## config.mk

```make
export PLATFORM = sky130hd
export DESIGN_NAME = stopwatch_ctrl
export DESIGN_NICKNAME = d
export VERILOG_FILES = /design/src/rtl/stopwatch_ctrl.sv
export SDC_FILE = /design/constraint.sdc
export NUM_CORES = 1
export LEC_CHECK = 0
export BUFFER_PORTS_ARGS = -buffer_cell sky130_fd_sc_hd__clkbuf_2
export CORE_UTILIZATION = 54
export CTS_CLUSTER_DIAMETER = 50
export CTS_CLUSTER_SIZE = 10
export DETAILED_ROUTE_END_ITERATION = 8
export GPL_ROUTABILITY_DRIVEN = 0
export PLACE_DENSITY = 0.79
export SLEW_MARGIN = 10
export SYNTH_ARGS = -nofsm -noshare
export SYNTH_HDL_FRONTEND = slang
export SYNTH_SLANG_ARGS = --single-unit
```

## constraint.sdc

```tcl
create_clock -name clk -period 2.3 [get_ports clk]
set_input_delay 0.345 -clock clk [delete_from_list [all_inputs] [get_ports clk]]
set_output_delay 0.345 -clock clk [all_outputs]
set_load 0.02 [all_outputs]
```

## src/rtl/stopwatch_ctrl.sv

```systemverilog
// ---------------------------------------------------------------------------
// stopwatch_ctrl
//   MM:SS stopwatch controller with run/pause, clear and a two-field manual
//   adjust mode. All outputs are registered and sent to a display multiplexer.
//
// Ports
//   clk                  system clock, rising edge
//   rst_n                asynchronous active-low reset
//   tick_1hz             one-cycle count enable
//   tick_blink           one-cycle blink enable
//   btn_go               start/pause pulse
//   btn_clr              clear pulse (highest priority)
//   btn_adj              adjust-select pulse
//   btn_inc              adjust-increment pulse
//   min_tens..sec_ones   BCD digits
//   blank[3:0]           per-digit blanking, bit3=min_tens .. bit0=sec_ones
//   mode[1:0]            0=IDLE 1=RUN 2=PAUSE 3=ADJ_MIN/ADJ_SEC
//   wrap                 one-cycle pulse on rollover from max to 00:00
// ---------------------------------------------------------------------------
module stopwatch_ctrl #(
  parameter int MAX_MIN_TENS = 5,
  parameter int MAX_SEC_TENS = 5
) (
  input  logic       clk,
  input  logic       rst_n,
  input  logic       tick_1hz,
  input  logic       tick_blink,
  input  logic       btn_go,
  input  logic       btn_clr,
  input  logic       btn_adj,
  input  logic       btn_inc,
  output logic [3:0] min_tens,
  output logic [3:0] min_ones,
  output logic [3:0] sec_tens,
  output logic [3:0] sec_ones,
  output logic [3:0] blank,
  output logic [1:0] mode,
  output logic       wrap
);

  localparam logic [3:0] MIN_TENS_MAX = 4'(MAX_MIN_TENS);
  localparam logic [3:0] SEC_TENS_MAX = 4'(MAX_SEC_TENS);

  typedef enum logic [2:0] {
    IDLE    = 3'd0,
    RUN     = 3'd1,
    PAUSE   = 3'd2,
    ADJ_MIN = 3'd3,
    ADJ_SEC = 3'd4
  } state_t;

  state_t     state_q, state_d;
  logic [3:0] min_tens_q, min_tens_d;
  logic [3:0] min_ones_q, min_ones_d;
  logic [3:0] sec_tens_q, sec_tens_d;
  logic [3:0] sec_ones_q, sec_ones_d;
  logic [3:0] blank_q, blank_d;
  logic [1:0] mode_q, mode_d;
  logic       wrap_q, wrap_d;
  logic       blink_q, blink_d;

  // Each field is at its top value (x9 with tens at its maximum); incrementing
  // from there returns that field to 00.
  logic sec_at_max, min_at_max;
  assign sec_at_max = (sec_tens_q == SEC_TENS_MAX) && (sec_ones_q == 4'd9);
  assign min_at_max = (min_tens_q == MIN_TENS_MAX) && (min_ones_q == 4'd9);

  // Field-increment helpers, shared by counting and adjusting.
  logic [3:0] sec_tens_inc, sec_ones_inc, min_tens_inc, min_ones_inc;
  logic       sec_carry;

  always_comb begin
    sec_carry    = 1'b0;
    sec_ones_inc = sec_ones_q + 4'd1;
    sec_tens_inc = sec_tens_q;
    if (sec_ones_q == 4'd9) begin
      sec_ones_inc = 4'd0;
      if (sec_tens_q == SEC_TENS_MAX) begin
        sec_tens_inc = 4'd0;
        sec_carry    = 1'b1;
      end else begin
        sec_tens_inc = sec_tens_q + 4'd1;
      end
    end

    min_ones_inc = min_ones_q + 4'd1;
    min_tens_inc = min_tens_q;
    if (min_ones_q == 4'd9) begin
      min_ones_inc = 4'd0;
      min_tens_inc = (min_tens_q == MIN_TENS_MAX) ? 4'd0 : min_tens_q + 4'd1;
    end
  end

  // Next-state, next-digit and registered-output logic.
  always_comb begin
    state_d    = state_q;
    min_tens_d = min_tens_q;
    min_ones_d = min_ones_q;
    sec_tens_d = sec_tens_q;
    sec_ones_d = sec_ones_q;
    wrap_d     = 1'b0;
    blink_d    = blink_q ^ tick_blink;

    if (btn_clr) begin
      // Clear swallows every other input this cycle, including tick_blink.
      state_d    = IDLE;
      min_tens_d = 4'd0;
      min_ones_d = 4'd0;
      sec_tens_d = 4'd0;
      sec_ones_d = 4'd0;
      blink_d    = blink_q;
    end else begin
      case (state_q)
        IDLE: begin
          if (btn_go)       state_d = RUN;
          else if (btn_adj) state_d = ADJ_MIN;
        end
        RUN: begin
          // A tick coinciding with btn_go is still counted before pausing.
          if (tick_1hz) begin
            sec_tens_d = sec_tens_inc;
            sec_ones_d = sec_ones_inc;
            if (sec_carry) begin
              min_tens_d = min_tens_inc;
              min_ones_d = min_ones_inc;
            end
            wrap_d = sec_at_max && min_at_max;
          end
          if (btn_go) state_d = PAUSE;
        end
        PAUSE: begin
          if (btn_go)       state_d = RUN;
          else if (btn_adj) state_d = ADJ_MIN;
        end
        ADJ_MIN: begin
          if (btn_inc) begin
            min_tens_d = min_tens_inc;
            min_ones_d = min_ones_inc;
          end
          // btn_go has no action here but still suppresses a same-cycle btn_adj.
          if (btn_adj && !btn_go) state_d = ADJ_SEC;
        end
        ADJ_SEC: begin
          // Seconds wrap within their own field; no carry into minutes.
          if (btn_inc) begin
            sec_tens_d = sec_tens_inc;
            sec_ones_d = sec_ones_inc;
          end
          if (btn_adj && !btn_go) state_d = PAUSE;
        end
        default: state_d = IDLE;
      endcase
    end

    // Blinking always starts from the lit phase when a field is selected.
    if ((state_d == ADJ_MIN || state_d == ADJ_SEC) && state_d != state_q)
      blink_d = 1'b0;

    // blank and mode are derived from the next state so they change on the
    // same edge as the state register.
    blank_d = 4'b0000;
    mode_d  = 2'd0;
    case (state_d)
      RUN:     mode_d = 2'd1;
      PAUSE:   mode_d = 2'd2;
      ADJ_MIN: begin
        mode_d  = 2'd3;
        blank_d = {{2{blink_d}}, 2'b00};
      end
      ADJ_SEC: begin
        mode_d  = 2'd3;
        blank_d = {2'b00, {2{blink_d}}};
      end
      default: mode_d = 2'd0;
    endcase
  end

  always_ff @(posedge clk or negedge rst_n) begin
    if (!rst_n) begin
      state_q    <= IDLE;
      min_tens_q <= 4'd0;
      min_ones_q <= 4'd0;
      sec_tens_q <= 4'd0;
      sec_ones_q <= 4'd0;
      blank_q    <= 4'b0000;
      mode_q     <= 2'd0;
      wrap_q     <= 1'b0;
      blink_q    <= 1'b0;
    end else begin
      state_q    <= state_d;
      min_tens_q <= min_tens_d;
      min_ones_q <= min_ones_d;
      sec_tens_q <= sec_tens_d;
      sec_ones_q <= sec_ones_d;
      blank_q    <= blank_d;
      mode_q     <= mode_d;
      wrap_q     <= wrap_d;
      blink_q    <= blink_d;
    end
  end

  assign min_tens = min_tens_q;
  assign min_ones = min_ones_q;
  assign sec_tens = sec_tens_q;
  assign sec_ones = sec_ones_q;
  assign blank    = blank_q;
  assign mode     = mode_q;
  assign wrap     = wrap_q;

endmodule

```

==> impl_metrics.csv <==
group,metric,value,unit
timing,layout_setup_ws,190,ps
floorplan,boundaryPins,31,
placement,place_worst_setup_slack,197,ps
logic_synthesis,synth.cell_area,1490,µm²
logic_synthesis,yosysTopAreaCellShare,0.421,
route,route.vias.total,1246,
logic_synthesis,yosys_warnings,0,
clock_tree,postCtsSetupRepairBufs,0,
timing,tns,0,ps
power_and_ir_drop,total_leakage_power,0.812,nW
power_and_ir_drop,power_density,604,nW/µm²
timing,rsz0062_at_grt,"no",
power_and_ir_drop,vdd.ir_drop.worst,0.405,mV
route,vias_per_cell,5.93,
logic_synthesis,synth_commonest_cells,"sky130_fd_sc_hd__dfrtp_1 (25), sky130_fd_sc_hd__nor2_1 (12), sky130_fd_sc_hd__ha_1 (8), sky130_fd_sc_hd__nand2_1 (8)",
placement,dp_hpwl,2.35,mm
route,detail_route.first_pass.iterations,4,
clock_tree,htreeDepth,1,
critical_path,timing.critical_path.to_type,"flip-flop",
clock_tree,cts_max_path_buffers,2,
clock_tree,post_cts_resized,0,
final_layout,nNetsFinal,197,
floorplan,fp.dieH,54.5,µm
final_layout,antenna-diode-count,0,
global_routing,antenna_found_initial,0,
route,postRouteAntennaNets,0,
clock_tree,ctsRootBufferMaster,"sky130_fd_sc_hd__clkbuf_4",
timing,hold_viol,0,
timing,worstMarginPinSlew,621,ps
global_routing,via_count_of_the_first_global_routing_pass,1156,
global_routing,gr-usage-met3,0.0333,
timing,maxClockFrequency,474,MHz
logic_synthesis,synth_edf_count,0,
logic_synthesis,netlist-cell-type-count,50,
critical_path,cp.required,2520,ps
timing,final-max-slew-violation-count,0,
timing,layout_min_cycle_time,2110,ps
critical_path,startpoint_type,"flip-flop",
global_routing,pin_count_of_the_biggest_net_entering_global_routing,26,
critical_path,crit_path_category,"flip-flop to flip-flop",
final_layout,post_route_cells_drive_above_1_share,0.233,
global_routing,global_route.usage.total,0.240,
worst_hold_path,hp-class,"primary input to asynchronous set/reset pin",
route,drtIter0Drc,29,
global_routing,globalRouteMet2Util,0.423,
job,max_cap_violation_count,0,
status,outcome,"finished clean",
global_routing,grt_first_pass_wirelength,5.12,mm
clock_tree,cts.sink_count,25,
floorplan,die_area,2970,µm²
global_routing,global_route.usage.met1,0.300,
logic_synthesis,share_of_the_yosys_chip_area_belonging_to_registers,0.421,
clock_tree,tritoncts,"yes",
route,drt_wl_total,3.08,mm
clock_tree,clkTransAtPathRegs,140,ps
floorplan,fp.coreArea,2540,µm²
floorplan,placement_rows,18,
placement,portBuffers,30,
logic_synthesis,ys_dominant_reg_cell,"sky130_fd_sc_hd__dfrtp_1",
floorplan,floorplan.initialDensity,0.585,
logic_synthesis,avgSynthCellArea,9.85,µm²
critical_path,cp_max_fo,6,
logic_synthesis,postSynthCellCount,151,
timing,min_period_over_period,0.917,
clock_tree,insertion_delay,320,ps
route,routed_wire_length_per_instance,14.6,µm
logic_synthesis,synth_async_sr_flop_share,1.00,
logic_synthesis,ys_top_cells_by_area,"sky130_fd_sc_hd__dfrtp_1 (42%), sky130_fd_sc_hd__ha_1 (6.7%), sky130_fd_sc_hd__nand3b_1 (3.0%)",
timing,clk_skew,7.67,ps
global_routing,global_route.overflow_total,0,
timing,setup_viol,0,
logic_synthesis,synth_most_common_cell,"sky130_fd_sc_hd__dfrtp_1",
critical_path,worstPathArrival,2330,ps
final_layout,area_growth,12.4,%
logic_synthesis,yosys_register_bits,25,
clock_tree,hold_buffers,0,
clock_tree,tritoncts.num_buffers,3,
global_routing,grt_busiest_layer,"met2",
floorplan,die_width,54.5,µm
logic_synthesis,synth_area_leader_cell,"sky130_fd_sc_hd__dfrtp_1",
timing,slew_limit_headroom,0.586,
logic_synthesis,mappedNetlistNets,167,
route,route.detailed.drc,0,
-- routing by layer --
metal  vias up  share of wire
li1        611              -
met1       604           0.44
met2        29           0.51
met3         2          0.040
met4         0         0.0033
met5         -              0
-- metrics by stage --
stage                      util  instances  hold slack (ps)  power, W  area, µm²
after detailed placement  0.646        206              385  0.000824       1640
final                     0.657        210             9.79   0.00101       1670
after CTS                 0.657        210             25.2   0.00102       1670
after global placement    0.646        206              378  0.000808       1640
after floorplan               -        151             49.4  0.000730       1490
after global routing      0.657        210             61.6   0.00108       1670
-- power breakdown --
group / switching, W / internal (W)
logic: 0.000159 / 0.000109
registers: 0.0000585 / 0.000487
clock network: 0.000132 / 0.0000651
total: 0.000349 / 0.000661
-- cell type report --
cell class | count | area, µm²
Fill cell | 223 | 873
Clock buffer | 3 | 22.5
Sequential cell | 25 | 626
Multi-Input combinational cell | 111 | 790
Tap cell | 30 | 37.5
Timing Repair Buffer | 31 | 158
Inverter | 9 | 33.8
Clock inverter | 1 | 5.00
-- worst max-delay path, stage by stage (launching register included) --
cell                       delay, ps
sky130_fd_sc_hd__dfrtp_1         460
sky130_fd_sc_hd__inv_1            80
sky130_fd_sc_hd__ha_1            180
sky130_fd_sc_hd__nand3b_1        150
sky130_fd_sc_hd__or4_4           600
sky130_fd_sc_hd__a21oi_4         200
sky130_fd_sc_hd__mux2_1          350
-- placed cells by master, fill, tap and decap left out, types with 3 or more instances in the layout --
cell / netlist / routed
sky130_fd_sc_hd__o21ai_1: 7 / 7
sky130_fd_sc_hd__nand2b_1: 3 / 3
sky130_fd_sc_hd__inv_1: 7 / 7
sky130_fd_sc_hd__nor2_1: 12 / 12
sky130_fd_sc_hd__clkbuf_4: 0 / 3
sky130_fd_sc_hd__nand3b_1: 6 / 6
sky130_fd_sc_hd__o31ai_1: 3 / 3
sky130_fd_sc_hd__mux2i_1: 3 / 3
sky130_fd_sc_hd__mux2_1: 3 / 3
sky130_fd_sc_hd__ha_1: 8 / 8
sky130_fd_sc_hd__a21o_1: 4 / 4
sky130_fd_sc_hd__dfrtp_1: 25 / 25
sky130_fd_sc_hd__a21oi_1: 3 / 3
sky130_fd_sc_hd__clkbuf_2: 0 / 30
sky130_fd_sc_hd__nand2_1: 8 / 8
sky130_fd_sc_hd__o22ai_1: 3 / 3
sky130_fd_sc_hd__nor2b_1: 6 / 6
sky130_fd_sc_hd__nand3_1: 3 / 3
-- cell families (layout without fill, tap and decap cells) --
logic type,count (synthesis),count (layout),share of synthesized area
simple gates,61,61,0.248
compound gates,35,35,0.167
flops,25,25,0.421
buf+inv,15,44,0.0488
fa+ha+maj,8,8,0.0673
mux,6,6,0.0429
xor+xnor,1,1,0.00589
-- sequential cells by signal (all words and copies together), names as in the netlist --
signal,flops
min_ones,4
min_tens,4
sec_ones,4
sec_tens,4
state_q,3
blank,2
mode,2
blink_q,1
wrap,1
-- worst paths after layout --
| check | startpoint | endpoint | slack (ps) | cells past startpoint |
|---|---|---|---|---|
| max | sec_ones[1]$_DFFE_PN0P_ | min_tens[0]$_DFFE_PN0P_ | 190 | 6 |
| min in group clk | tick_1hz | wrap$_DFF_PN0_ | 340 | 4 |
| min | rst_n | state_q[0]$_DFF_PN0_ | 10 | 1 |
| max in group asynchronous | rst_n | mode[0]$_DFF_PN0_ | 1890 | 1 |
| min reg2reg | min_ones[2]$_DFFE_PN0P_ | min_ones[2]$_DFFE_PN0P_ | 570 | 1 |
| max reg2reg | sec_ones[1]$_DFFE_PN0P_ | min_tens[0]$_DFFE_PN0P_ | 190 | 6 |
No activity file was read; power rests on OpenSTA's default activity.
